`config.mk`:
```
export PLATFORM = sky130hd
export DESIGN_NAME = sel_pipe_mux
export DESIGN_NICKNAME = d
export VERILOG_FILES = /design/src/rtl/sel_pipe_mux.sv
export SDC_FILE = /design/constraint.sdc
export NUM_CORES = 1
export LEC_CHECK = 0
export BUFFER_PORTS_ARGS = -buffer_cell sky130_fd_sc_hd__clkbuf_2
export CORE_ASPECT_RATIO = 1.75
export CORE_MARGIN = 2
export CORE_UTILIZATION = 50
export DETAILED_ROUTE_END_ITERATION = 10
export MAX_ROUTING_LAYER = met4
export PLACE_DENSITY = 0.85
export SYNTH_ARGS = -nofsm -noshare
export SYNTH_HDL_FRONTEND = slang
export SYNTH_SLANG_ARGS = --single-unit
```
`constraint.sdc`:
```
create_clock -name clk -period 5.1 [get_ports clk]
set_input_delay 0.765 -clock clk [delete_from_list [all_inputs] [get_ports clk]]
set_output_delay 0.765 -clock clk [all_outputs]
set_load 0.02 [all_outputs]
```
`src/rtl/sel_pipe_mux.sv`:
```
// Registered N-channel select mux with a one-entry skid buffer behind the output register.
// Out-of-range selects route zero and set a sticky error; flush drops everything buffered.
//
// state | meaning
// EMPTY | no word held; out_valid=0
// ONE   | main register holds a word; skid empty
// FULL  | main and skid both hold words; in_ready=0
module sel_pipe_mux #(
  parameter int WIDTH  = 32,
  parameter int NUM_IN = 4,
  parameter int SEL_W  = 2
) (
  input  logic                    clk,
  input  logic                    rst,
  input  logic [NUM_IN*WIDTH-1:0] in_data,
  input  logic [SEL_W-1:0]        in_sel,
  input  logic                    in_valid,
  output logic                    in_ready,
  output logic [WIDTH-1:0]        out_data,
  output logic                    out_valid,
  input  logic                    out_ready,
  input  logic                    flush,
  output logic                    sel_err
);

  // Encoding chosen so bit0 is main_valid and bit1 is skid_valid.
  typedef enum logic [1:0] {
    EMPTY = 2'b00,
    ONE   = 2'b01,
    FULL  = 2'b11
  } state_t;

  state_t           state_q, state_d;
  logic [WIDTH-1:0] main_data, skid_data;
  logic [WIDTH-1:0] sel_word;
  logic             sel_bad;
  logic             acc, snd;
  logic             load_main, load_skid, main_from_skid;

  assign out_valid = state_q[0];
  assign in_ready  = ~state_q[1];
  assign out_data  = main_data;
  assign acc       = in_valid & in_ready;
  assign snd       = out_valid & out_ready;

  always_comb begin
    sel_word = '0;
    sel_bad  = (int'(in_sel) >= NUM_IN);
    for (int k = 0; k < NUM_IN; k++) begin
      if (int'(in_sel) == k) sel_word = in_data[k*WIDTH +: WIDTH];
    end
  end

  always_comb begin
    state_d        = state_q;
    load_main      = 1'b0;
    load_skid      = 1'b0;
    main_from_skid = 1'b0;
    case (state_q)
      EMPTY: begin
        if (acc) begin
          state_d   = ONE;
          load_main = 1'b1;
        end
      end
      ONE: begin
        if (acc && snd) begin
          load_main = 1'b1;
        end else if (acc) begin
          state_d   = FULL;
          load_skid = 1'b1;
        end else if (snd) begin
          state_d = EMPTY;
        end
      end
      FULL: begin
        if (snd) begin
          state_d        = ONE;
          main_from_skid = 1'b1;
        end
      end
      default: state_d = EMPTY;
    endcase
    // Flush empties both entries and leaves out_data holding its last value.
    if (flush) begin
      state_d        = EMPTY;
      load_main      = 1'b0;
      load_skid      = 1'b0;
      main_from_skid = 1'b0;
    end
  end

  always_ff @(posedge clk) begin
    if (rst) begin
      state_q   <= EMPTY;
      main_data <= '0;
      skid_data <= '0;
      sel_err   <= 1'b0;
    end else begin
      state_q <= state_d;
      if (load_main)           main_data <= sel_word;
      else if (main_from_skid) main_data <= skid_data;
      if (load_skid)           skid_data <= sel_word;
      if (acc && sel_bad)      sel_err   <= 1'b1;
    end
  end

endmodule

```
==> out/summary.log <==
qor: sta.finalSetupViolations 0
qor: cts.cts_hold_buf 0
qor: worst_setup_path.cp-startpoint rst
qor: synthesis.yosys.cell_types.count 31
qor: synthesis.post_synth_inst_count 320
qor: cts.cts.reportedPaths.clkPinSlew 0.05 ns
qor: sta.timing_max_transition_violations_final 0
qor: cts.clock_sink_count 66
qor: worst_setup_path.ff2ff_path_depth 6
qor: placed_design.detailed_place_hpwl 6.974 mm
qor: sta.finalCriticalPeriod 2.751 ns
qor: drt.antenna_violating_nets_post_route 0
qor: worst_setup_path.required 5.36 ns
qor: sta.fin_worst_skew 0.003609 ns
qor: worst_setup_path.crit_end out_data[9]
qor: floorplan.row_cnt 39
qor: power.powerDensity 296.0 nW/um^2
qor: worst_setup_path.crit_path_start_kind input port
qor: synthesis.synth_compound_gate_area_share 22.04%
qor: worst_setup_path.reg2reg_slack 2.64 ns
qor: sta.achievable-frequency 0.3635 GHz
qor: synthesis.combinational_family_with_the_most_area_after_synthesis compound AO/OA/AOI/OAI gates
qor: synthesis.synth_adder_area_share 1.470%
qor: cts.clock_tree_buf_depth 2
qor: synthesis.ys_seq_area_share 38.80%
qor: drt.detail_route.wl_per_cell 16.90 um
qor: drt.vias 3213
qor: power.vdd.ir_drop.worst 253.8 uV
qor: drt.drtPass1Iterations 4
qor: sta.min_period_over_period 53.94%
qor: power.power.static_leakage 0.002205 uW
qor: synthesis.synth-seq-cells 66
qor: final_layout.nFillCells 534
qor: placed_design.pre_cts_ws 2.077 ns
qor: cts.clock_latency 0.32 ns
qor: cts.post-cts-setup-buffers 0
qor: cts.numCtsBuffers 9
qor: grt.grt_util_all_layers 27.20%
qor: synthesis.yosys_warnings 0
qor: cts.htreeDepth 3
qor: sta.worstMarginPinSlew 1.262 ns
qor: run_status.run_status completed
qor: grt.antenna_found_initial 0
qor: final_layout.number_of_antenna_repair_diodes 0
qor: sta.rsz0062_at_grt false
qor: floorplan.starting_density_of_the_core 52.09%
qor: grt.grt_pass1_vias 3368
qor: worst_setup_path.arr_time_crit_path 3.01 ns
qor: final_layout.final_cell_count_no_fill 560
qor: synthesis.synth_mux_area_share 21.16%
qor: cts.tritoncts yes
qor: floorplan.die_width 66.39 um
qor: floorplan.top_level_ports 170
qor: hold_path.hold_path.class register to register
qor: synthesis.syn_avg_cell_area 10.64 sq um
qor: sta.slew_headroom 15.61%
qor: placed_design.place.gp.congestion 0.9478
qor: grt.first_pass_grt_wire_length 15.28 mm
qor: hold_path.worstHoldStart out_data[13]
qor: worst_setup_path.r2r_start state_q[1]
qor: synthesis.mappedNetlistNets 459
qor: grt.grt_overflow_total 0
qor: synthesis.netlist_area 3406 sq um
qor: floorplan.die-area 7514 sq um
qor: worst_setup_path.cp_max_fo 34
qor: worst_setup_path.setup.worst_path.end_class register
qor: drt.drtIter0Drc 241
qor: sta.final.setup.tns 0 ns
qor: final_layout.finish.net_count 613
qor: power.power 1320 uW
qor: drt.remaining_drc_errors 0
qor: grt.largest_net_degree_at_the_start_of_global_routing 35
qor: flow_run.maxCapViolations 0
qor: synthesis.synth_simple_gate_area_share 10.32%
qor: worst_setup_path.timing.setup.critical_path_class input port to register
qor: floorplan.fp.coreArea 6539 sq um
qor: sta.fin_ws 2.349 ns
qor: final_layout.finish.utilization 68.22%
qor: hold_path.timing.hold.worst_path_depth 1
qor: drt.wirelength 9.464 mm
qor: placed_design.placed_cells 545
qor: synthesis.synth-xor-area-share 0%
qor: final_layout.drive_gt1_share 46.44%
qor: final_layout.synthToLayoutAreaGrowth 30.97%
qor: placed_design.buffer_ports.inserted 168
qor: cts.clk_root_buffer_cell clkbuf_16
qor: worst_setup_path.critical_path.reg2reg.endpoint skid_data[23]
qor: cts.cts_resized 0
qor: floorplan.floorplan.die.height 113.2 um
qor: drt.vias_per_cell 5.738
qor: sta.hold_viol_final 0
-- where the power goes --
group	internal [uW]	leakage (uW)	total, uW	switching (uW)
logic	111	0.00153	217	106
clock network	350	0.000138	554	204
registers	537	0.000536	550	12.4
-- worst min path at each step --
stage	end	slack, ns
3_3_place_gp	out_data[28]	0.43
4_1_cts	out_data[18]	0.45
3_5_place_dp	out_data[7]	0.44
5_1_grt	out_data[29]	0.47
2_1_floorplan	skid_data[0]	0.44
6_report	out_data[13]	0.45
-- metrics by stage --
stage / area (sq um) / hold WS, ns
global route: 4461 / 0.4679
detailed placement: 4189 / 0.4397
floorplan: 3406 / 0.4360
global placement: 4189 / 0.4350
finish: 4461 / 0.4482
CTS: 4461 / 0.4524
-- metal layers --
layer | share of wire, % | vias up | GRT usage (%)
met5 | 0 | - | -
met4 | 1.8 | 0 | 10.48
met3 | 6.5 | 17 | 4.871
met2 | 56 | 136 | 47.40
met1 | 36 | 1563 | 30.12
li1 | - | 1497 | -
-- sequential cells by signal, summed over array words and instances (netlist names) --
name,cells
out_data,32
state_q,2
skid_data,32
-- cells by family (layout without fill, tap and decap cells) --
family,after synthesis,count (layout)
adder cells (fa/ha/maj),4,4
AO/OA/AOI/OAI,104,104
other,1,1
buffers and inverters,30,188
AND/OR/NAND/NOR,83,83
flip-flops,66,66
multiplexers,32,32
-- cell usage in the layout, fill, tap and decap left out, drive strengths merged --
master    n
clkbuf  180
nand2    66
dfxtp    66
a21oi    34
a21o     33
mux4     32
a22o     32
nor3      5
nor2      4
ha        4
clkinv    3
buf       3
inv       2
o21ai     2
or2       2
and2      1
nand3b    1
or3       1
or4       1
nand2b    1
a31oi     1
nand3     1
a311oi    1
a222oi    1
conb      1
-- synthesized netlist by cell type (all sizes together) --
cell	n	area share, %
a22o	32	8.2
buf	21	5.1
o21ai	2	0.29
a311oi	1	0.77
or4	1	0.22
ha	4	1.5
or3	1	0.18
nand3b	1	0.22
or2	2	0.44
nor2	4	0.44
a21oi	34	5.0
a31oi	1	0.18
nand2	66	7.3
and2	1	0.18
a21o	33	7.3
mux4	32	21
conb	1	0.11
a222oi	1	0.29
nand2b	1	0.18
inv	2	0.22
nand3	1	0.15
clkbuf	7	0.77
nor3	5	1.0
dfxtp	66	39
-- area by class of cell --
type	instances	area, sq um	share of cell area, %
Timing Repair Buffer	171	863.3	19.35
Inverter	2	7.507	0.1683
Tap cell	82	102.6	2.300
Clock inverter	3	15.01	0.3366
Sequential cell	66	1321	29.62
Clock buffer	12	256.5	5.750
Multi-Input combinational cell	224	1894	42.47
-- worst max-delay path, cell delays in order --
cell	delay (ns)
clkbuf_2	0.40
or2_4	0.43
nor3_4	1.00
a22o_1	0.30
a21o_1	0.10
No activity file was read; power rests on OpenSTA's default activity.
